<file path="config.mk">
export PLATFORM = sky130hd
export DESIGN_NAME = nvdla_csb_req_initiator_flat
export DESIGN_NICKNAME = d
export VERILOG_FILES = /design/src/rtl/nvdla_csb_req_initiator_if.sv /design/src/rtl/nvdla_csb_req_initiator.sv /design/src/flat_wrapper.sv
export SDC_FILE = /design/constraint.sdc
export NUM_CORES = 1
export LEC_CHECK = 0
export ABC_AREA = 0
export CAP_MARGIN = 20
export CORE_MARGIN = 2
export CORE_UTILIZATION = 38
export CTS_CLUSTER_SIZE = 20
export DETAILED_ROUTE_END_ITERATION = 10
export PLACE_DENSITY_LB_ADDON = 0.2
export SLEW_MARGIN = 20
export SYNTH_ARGS = -nofsm -noshare
export SYNTH_HDL_FRONTEND = slang
export SYNTH_SLANG_ARGS = --single-unit
</file>
<file path="constraint.sdc">
create_clock -name nvdla_core_clk -period 1.8 [get_ports nvdla_core_clk]
set_input_delay 0.36 -clock nvdla_core_clk [delete_from_list [all_inputs] [get_ports nvdla_core_clk]]
set_output_delay 0.36 -clock nvdla_core_clk [all_outputs]
set_load 0.02 [all_outputs]
</file>
<file path="src/rtl/nvdla_csb_req_initiator_if.sv">
// rtl/nvdla_csb_req_initiator_if.sv - host command, CSB request/response and host completion bundle
interface nvdla_csb_req_initiator_if;
    logic        cmd_valid;
    logic        cmd_ready;
    logic [21:0] cmd_addr;
    logic [31:0] cmd_wdat;
    logic        cmd_write;
    logic        cmd_nposted;
    logic [3:0]  cmd_wrbe;
    logic        csb_req_pvld;
    logic        csb_req_prdy;
    logic [62:0] csb_req_pd;
    logic        csb_resp_valid;
    logic [33:0] csb_resp_pd;
    logic        host_rsp_valid;
    logic [31:0] host_rsp_rdata;
    logic        host_rsp_error;
    logic        host_rsp_timeout;
    logic        unexpected_resp;
    logic        busy;

    modport master (
        input  cmd_valid, cmd_addr, cmd_wdat, cmd_write, cmd_nposted, cmd_wrbe,
        input  csb_req_prdy, csb_resp_valid, csb_resp_pd,
        output cmd_ready, csb_req_pvld, csb_req_pd,
        output host_rsp_valid, host_rsp_rdata, host_rsp_error, host_rsp_timeout,
        output unexpected_resp, busy
    );

    modport slave (
        output cmd_valid, cmd_addr, cmd_wdat, cmd_write, cmd_nposted, cmd_wrbe,
        output csb_req_prdy, csb_resp_valid, csb_resp_pd,
        input  cmd_ready, csb_req_pvld, csb_req_pd,
        input  host_rsp_valid, host_rsp_rdata, host_rsp_error, host_rsp_timeout,
        input  unexpected_resp, busy
    );
endinterface

</file>
<file path="src/rtl/nvdla_csb_req_initiator.sv">
// rtl/nvdla_csb_req_initiator.sv - single-outstanding CSB master with response timeout
module nvdla_csb_req_initiator #(
    parameter int TIMEOUT_CYCLES = 4095,
    parameter int CNT_W          = 16
) (
    input  logic                        nvdla_core_clk,
    input  logic                        nvdla_core_rstn,
    nvdla_csb_req_initiator_if.master   bus
);
    typedef enum logic [1:0] {
        IDLE = 2'd0,
        REQ  = 2'd1,
        WAIT = 2'd2
    } state_t;

    localparam logic [CNT_W-1:0] CNT_LAST = CNT_W'(TIMEOUT_CYCLES - 1);

    state_t           state;
    state_t           state_nxt;
    logic [CNT_W-1:0] cnt;
    logic [CNT_W-1:0] cnt_nxt;
    logic [62:0]      req_pd;
    logic [62:0]      cmd_pd;
    logic             load_cmd;
    logic             rsp_fire;
    logic             rsp_err;
    logic             rsp_to;
    logic [31:0]      rsp_rdata;
    logic             unexp_nxt;
    logic             pend_write;
    logic             pend_posted;
    logic             resp_match;

    // Reads carry no write data and never request an acknowledge.
    assign cmd_pd = {2'b00, bus.cmd_wrbe, 1'b0,
                     bus.cmd_write & bus.cmd_nposted, bus.cmd_write,
                     bus.cmd_write ? bus.cmd_wdat : 32'd0, bus.cmd_addr};

    assign pend_write  = req_pd[54];
    assign pend_posted = req_pd[54] & ~req_pd[55];
    assign resp_match  = bus.csb_resp_pd[33] == pend_write;

    always_comb begin
        state_nxt = state;
        cnt_nxt   = cnt;
        load_cmd  = 1'b0;
        rsp_fire  = 1'b0;
        rsp_err   = 1'b0;
        rsp_to    = 1'b0;
        rsp_rdata = 32'd0;
        unexp_nxt = 1'b0;
        case (state)
            IDLE: begin
                unexp_nxt = bus.csb_resp_valid;
                if (bus.cmd_valid) begin
                    load_cmd  = 1'b1;
                    state_nxt = REQ;
                end
            end
            REQ: begin
                unexp_nxt = bus.csb_resp_valid;
                if (bus.csb_req_prdy) begin
                    cnt_nxt = '0;
                    if (pend_posted) begin
                        rsp_fire  = 1'b1;
                        state_nxt = IDLE;
                    end else begin
                        state_nxt = WAIT;
                    end
                end
            end
            WAIT: begin
                cnt_nxt = cnt + 1'b1;
                // A matching response beats a timeout landing in the same cycle.
                if (bus.csb_resp_valid && resp_match) begin
                    rsp_fire  = 1'b1;
                    rsp_err   = bus.csb_resp_pd[32];
                    rsp_rdata = pend_write ? 32'd0 : bus.csb_resp_pd[31:0];
                    state_nxt = IDLE;
                end else begin
                    unexp_nxt = bus.csb_resp_valid;
                    if (cnt == CNT_LAST) begin
                        rsp_fire  = 1'b1;
                        rsp_err   = 1'b1;
                        rsp_to    = 1'b1;
                        state_nxt = IDLE;
                    end
                end
            end
            default: state_nxt = IDLE;
        endcase
    end

    always_ff @(posedge nvdla_core_clk or negedge nvdla_core_rstn) begin
        if (!nvdla_core_rstn) begin
            state <= IDLE;
        end else begin
            state <= state_nxt;
        end
    end

    always_ff @(posedge nvdla_core_clk or negedge nvdla_core_rstn) begin
        if (!nvdla_core_rstn) begin
            cnt                  <= '0;
            req_pd               <= '0;
            bus.host_rsp_valid   <= 1'b0;
            bus.host_rsp_rdata   <= 32'd0;
            bus.host_rsp_error   <= 1'b0;
            bus.host_rsp_timeout <= 1'b0;
            bus.unexpected_resp  <= 1'b0;
        end else begin
            cnt                 <= cnt_nxt;
            bus.host_rsp_valid  <= rsp_fire;
            bus.unexpected_resp <= unexp_nxt;
            if (load_cmd) begin
                req_pd <= cmd_pd;
            end
            // Completion data holds until the next completion.
            if (rsp_fire) begin
                bus.host_rsp_rdata   <= rsp_rdata;
                bus.host_rsp_error   <= rsp_err;
                bus.host_rsp_timeout <= rsp_to;
            end
        end
    end

    assign bus.cmd_ready    = (state == IDLE);
    assign bus.csb_req_pvld = (state == REQ);
    assign bus.csb_req_pd   = req_pd;
    assign bus.busy         = (state != IDLE);
endmodule

</file>
<file path="src/flat_wrapper.sv">
// flat-port wrapper written by rule: the top's interface ports become plain ports
module nvdla_csb_req_initiator_flat 
#(
    parameter int TIMEOUT_CYCLES = 4095,
    parameter int CNT_W          = 16
)
  (nvdla_core_clk, nvdla_core_rstn, bus_cmd_valid, bus_cmd_addr, bus_cmd_wdat, bus_cmd_write, bus_cmd_nposted, bus_cmd_wrbe, bus_csb_req_prdy, bus_csb_resp_valid, bus_csb_resp_pd, bus_cmd_ready, bus_csb_req_pvld, bus_csb_req_pd, bus_host_rsp_valid, bus_host_rsp_rdata, bus_host_rsp_error, bus_host_rsp_timeout, bus_unexpected_resp, bus_busy);
  nvdla_csb_req_initiator_if bus_i ();
  input  logic nvdla_core_clk;
  input  logic nvdla_core_rstn;
  input wire logic [$bits(bus_i.cmd_valid)-1:0] bus_cmd_valid;
  input wire logic [$bits(bus_i.cmd_addr)-1:0] bus_cmd_addr;
  input wire logic [$bits(bus_i.cmd_wdat)-1:0] bus_cmd_wdat;
  input wire logic [$bits(bus_i.cmd_write)-1:0] bus_cmd_write;
  input wire logic [$bits(bus_i.cmd_nposted)-1:0] bus_cmd_nposted;
  input wire logic [$bits(bus_i.cmd_wrbe)-1:0] bus_cmd_wrbe;
  input wire logic [$bits(bus_i.csb_req_prdy)-1:0] bus_csb_req_prdy;
  input wire logic [$bits(bus_i.csb_resp_valid)-1:0] bus_csb_resp_valid;
  input wire logic [$bits(bus_i.csb_resp_pd)-1:0] bus_csb_resp_pd;
  output wire logic [$bits(bus_i.cmd_ready)-1:0] bus_cmd_ready;
  output wire logic [$bits(bus_i.csb_req_pvld)-1:0] bus_csb_req_pvld;
  output wire logic [$bits(bus_i.csb_req_pd)-1:0] bus_csb_req_pd;
  output wire logic [$bits(bus_i.host_rsp_valid)-1:0] bus_host_rsp_valid;
  output wire logic [$bits(bus_i.host_rsp_rdata)-1:0] bus_host_rsp_rdata;
  output wire logic [$bits(bus_i.host_rsp_error)-1:0] bus_host_rsp_error;
  output wire logic [$bits(bus_i.host_rsp_timeout)-1:0] bus_host_rsp_timeout;
  output wire logic [$bits(bus_i.unexpected_resp)-1:0] bus_unexpected_resp;
  output wire logic [$bits(bus_i.busy)-1:0] bus_busy;
  assign bus_i.cmd_valid = bus_cmd_valid;
  assign bus_i.cmd_addr = bus_cmd_addr;
  assign bus_i.cmd_wdat = bus_cmd_wdat;
  assign bus_i.cmd_write = bus_cmd_write;
  assign bus_i.cmd_nposted = bus_cmd_nposted;
  assign bus_i.cmd_wrbe = bus_cmd_wrbe;
  assign bus_i.csb_req_prdy = bus_csb_req_prdy;
  assign bus_i.csb_resp_valid = bus_csb_resp_valid;
  assign bus_i.csb_resp_pd = bus_csb_resp_pd;
  assign bus_cmd_ready = bus_i.cmd_ready;
  assign bus_csb_req_pvld = bus_i.csb_req_pvld;
  assign bus_csb_req_pd = bus_i.csb_req_pd;
  assign bus_host_rsp_valid = bus_i.host_rsp_valid;
  assign bus_host_rsp_rdata = bus_i.host_rsp_rdata;
  assign bus_host_rsp_error = bus_i.host_rsp_error;
  assign bus_host_rsp_timeout = bus_i.host_rsp_timeout;
  assign bus_unexpected_resp = bus_i.unexpected_resp;
  assign bus_busy = bus_i.busy;
  nvdla_csb_req_initiator #(.TIMEOUT_CYCLES(TIMEOUT_CYCLES), .CNT_W(CNT_W)) u_core (.nvdla_core_clk(nvdla_core_clk), .nvdla_core_rstn(nvdla_core_rstn), .bus(bus_i));
endmodule
</file>
==> impl_metrics.env <==
export IMPL_yosys_area_top_type="dfrtp_1"
export IMPL_finClkSkew_ns=0.00941
export IMPL_critical_path_cell_chain="inv_2 > buf_12 > ha_4 > and4b_2 > a21oi_1 > a21o_1 > buf_12 > a22o_1"
export IMPL_drv_max_cap_violation_count=0
export IMPL_critPathMaxFanout=34
export IMPL_critical_path_slowest_cell="dfrtp_1"
export IMPL_post_dp_hpwl_um=9080
export IMPL_post_layout_total_power_mw=13.5
export IMPL_sequential_cell_fraction_of_total_power_pct=30.3
export IMPL_fillCellCount=953
export IMPL_drv_slew=0
export IMPL_route_top_layer_used="met4"
export IMPL_postRouteAntennaNets=0
export IMPL_synthFlopType="dfrtp_1"
export IMPL_hold_path_class="register to register"
export IMPL_worstSetupStartpointType="register"
export IMPL_synth_seq_cells=114
export IMPL_cts_reportedPaths_clkPinSlew_ns=0.05
export IMPL_htree_num_levels=4
export IMPL_path_buf_inv=3
export IMPL_layout_drive_gt1_share_pct=18.0
export IMPL_worstSetupPathType="register to register"
export IMPL_mostFrequentLayoutCells="181 x clkdlybuf4s50_1, 114 x dfrtp_1, 80 x nand2_1"
export IMPL_rr_startpoint="u_core.state[1]"
export IMPL_port_buffers=197
export IMPL_floorplan_rows=40
export IMPL_hold_start="u_core.bus.csb_req_pd[26]"
export IMPL_multi_input_comb_area_mm2=0.00175
export IMPL_numClockSinks=114
export IMPL_first_drt_pass_iteration_count=4
export IMPL_status="finished, violations left"
export IMPL_post_synth_top_area_fraction_pct=60.5
export IMPL_met3_length_um=1180
export IMPL_cts_tree="done"
export IMPL_final_hold_viols=0
export IMPL_vdd_drop_max_mv=1.03
export IMPL_routed_wl_met2_um=5910
export IMPL_rsz0062_at_grt="yes"
export IMPL_syn_mean_instance_area_um2=11.6
export IMPL_die_height_um=115
export IMPL_setup_ws_ns=-0.0543
export IMPL_required_ns=2.09
export IMPL_die_width_um=115
export IMPL_cts_root_buf="clkbuf_16"
export IMPL_via_per_inst=4.78
export IMPL_grt_first_pass_wirelength_um=20500
export IMPL_power_per_cell_area_mw_per_mm2=1720
export IMPL_power_share_clock_pct=26.9
export IMPL_failed_checks="setup timing"
export IMPL_start_util_pct=39.1
export IMPL_max_freq_mhz=539
export IMPL_cpLargestDelayFamily="compound AO/OA/AOI/OAI gates"
export IMPL_final_nets=743
export IMPL_post_synth_inst_count=407
export IMPL_synth_enable_flop_cells=0
export IMPL_antenna_violations_before_repair=0
export IMPL_grt_max_degree=62
export IMPL_top_cells_by_area_in_the_synthesized_netlist="dfrtp_1 61%, mux2_2 6.7%, nand2_1 6.4%, a22o_1 6.3%, o21ai_0 4.6%"
export IMPL_met1Wirelength_um=5390
export IMPL_cpMostUsedCell="buf_12"
export IMPL_netSwitchingFraction_pct=33.3
export IMPL_grt_pass1_vias=4089
export IMPL_crit_path_max_incr_delay_ns=0.40
export IMPL_area_delta_synth_final_pct=67.0
export IMPL_design_die_area_mm2=0.0133
export IMPL_drt_iter0_drc=251
export IMPL_total_switching_power_mw=4.51
export IMPL_final_min_period_over_clock_period_pct=103
export IMPL_finalSetupViolCount=37
export IMPL_ys_types=39
export IMPL_final_wl_um=12600
export IMPL_cts_buffers=17
export IMPL_period_needed_ns=1.85
export IMPL_critPathArrivalTime_ns=2.15
export IMPL_asyncSetResetFlopFracSynth_pct=100
export IMPL_worst_skew_pair_late_latency_ns=0.41
export IMPL_netlist_area_mm2=0.00471
export IMPL_drcViolationCount=0
export IMPL_vias_after_detailed_routing=3910
export IMPL_layout_area_seq_mm2=0.00285
export IMPL_setup_tns_final_ns=-1.32
export IMPL_yosysSeqAreaShare_pct=60.5
export IMPL_crit_path_start="u_core.state[1]"
export IMPL_comb_power_share_pct=42.8
export IMPL_gr_usage_all_layers_pct=20.0
export IMPL_route_detailed_wl_per_inst_um=15.5
export IMPL_yosys_warnings=0
export IMPL_gp_congestion=0.847
export IMPL_antenna_diode_count=0
export IMPL_final_common_cell="clkdlybuf4s50_1"
export IMPL_clk_path_buf_depth=2
export IMPL_grt_remaining_overflow=0
export IMPL_core_area_mm2=0.0121
export IMPL_ios=201
export IMPL_static_leakage_power_nw=3.57
export IMPL_worst_setup_ep_type="register"
export IMPL_intPower_mw=9.03
==> stage by stage <==
stage / util [%] / hold WS, ns / std cells / cell area, um^2 / worst slack (ns)
after floorplan: - / 0.0644 / 409 / 4740 / -0.000363
after global placement: 58.8 / 0.382 / 779 / 7090 / -0.144
after detailed placement: 58.8 / 0.383 / 779 / 7090 / -0.182
after CTS: 64.6 / 0.483 / 816 / 7790 / -0.0601
after global routing: 65.3 / 0.502 / 818 / 7870 / -0.113
final: 65.3 / 0.479 / 818 / 7870 / -0.0543
==> per-layer routing <==
layer	vias up	track usage [%]
li1	1882	-
met1	1863	25.8
met2	154	29.8
met3	11	9.12
met4	0	7.39
met5	-	0
==> repair_timing <==
| item | CTS | global route |
|---|---|---|
| hold endpoints to repair | 114 | 0 |
| setup endpoints to repair | 14 | 50 |
| hold buffers | 1 | 0 |
| resized for setup | 18 | 19 |
| setup buffers | 4 | 2 |
| pin swaps | 14 | 5 |
==> Yosys cell counts (3+ instances only) <==
master	number
dfrtp_1	114
nand2_1	81
o21ai_0	43
a22o_1	34
mux2_2	28
clkbuf_1	14
inv_1	9
ha_1	7
nor2_1	7
a21oi_1	6
buf_2	6
nand3_1	5
nand4_1	4
nor3_1	4
or4_1	4
xor2_1	4
buf_4	3
buf_6	3
o211ai_1	3
xnor2_1	3
==> registers in the layout, summed over array words and instances, names as in the netlist <==
register,cells
u_core.state,2
u_core.bus.host_rsp_valid,1
u_core.cnt,16
u_core.bus.csb_req_pd,60
u_core.bus.host_rsp_timeout,1
u_core.bus.host_rsp_rdata,32
u_core.bus.host_rsp_error,1
u_core.bus.unexpected_resp,1
==> final cells by class <==
cell class	count	share of cell area [%]
Sequential cell	114	36.2
Timing Repair Buffer	235	30.1
Multi-Input combinational cell	260	22.3
Clock buffer	25	6.42
Tap cell	168	2.67
Clock inverter	7	1.84
Inverter	9	0.429
==> cells by family after synthesis <==
kind of cell    Yosys count  synth area share (%)
buf+inv                  35                  3.66
xor+xnor                  7                  1.30
simple gates            121                  12.4
flops                   114                  60.5
fa+ha+maj                 7                  1.86
compound gates           91                  12.7
mux                      31                  7.43
other cells               1                0.0795
==> path summary, 6_finish.rpt <==
check | endpoint | slack [ns] | depth (start not counted)
max | u_core.bus.host_rsp_rdata[0] | -0.05 | 8
min | u_core.bus.csb_req_pd[26] | 0.48 | 2
max reg2reg | u_core.bus.host_rsp_rdata[0] | -0.05 | 8
min reg2reg | u_core.bus.csb_req_pd[26] | 0.48 | 2
max in group asynchronous | u_core.bus.csb_req_pd[6] | 1.01 | 3
min in group asynchronous | u_core.state[1] | 0.49 | 3
==> worst reg2reg max path, stage by stage, from the launching register on <==
cell,delay [ns]
dfrtp_1,0.40
inv_2,0.11
buf_12,0.11
ha_4,0.18
and4b_2,0.27
a21oi_1,0.05
a21o_1,0.21
buf_12,0.17
a22o_1,0.25
==> power by group through the flow <==
stage	Clock (mW)	Sequential, mW	Combinational, mW
CTS	3.73	4.11	5.80
detailed placement	0	4.13	5.73
floorplan	0	5.26	1.58
finish	3.64	4.10	5.80
global route	3.85	4.22	6.20
global placement	0	4.09	5.64
Power figures use the tool's default switching activity.
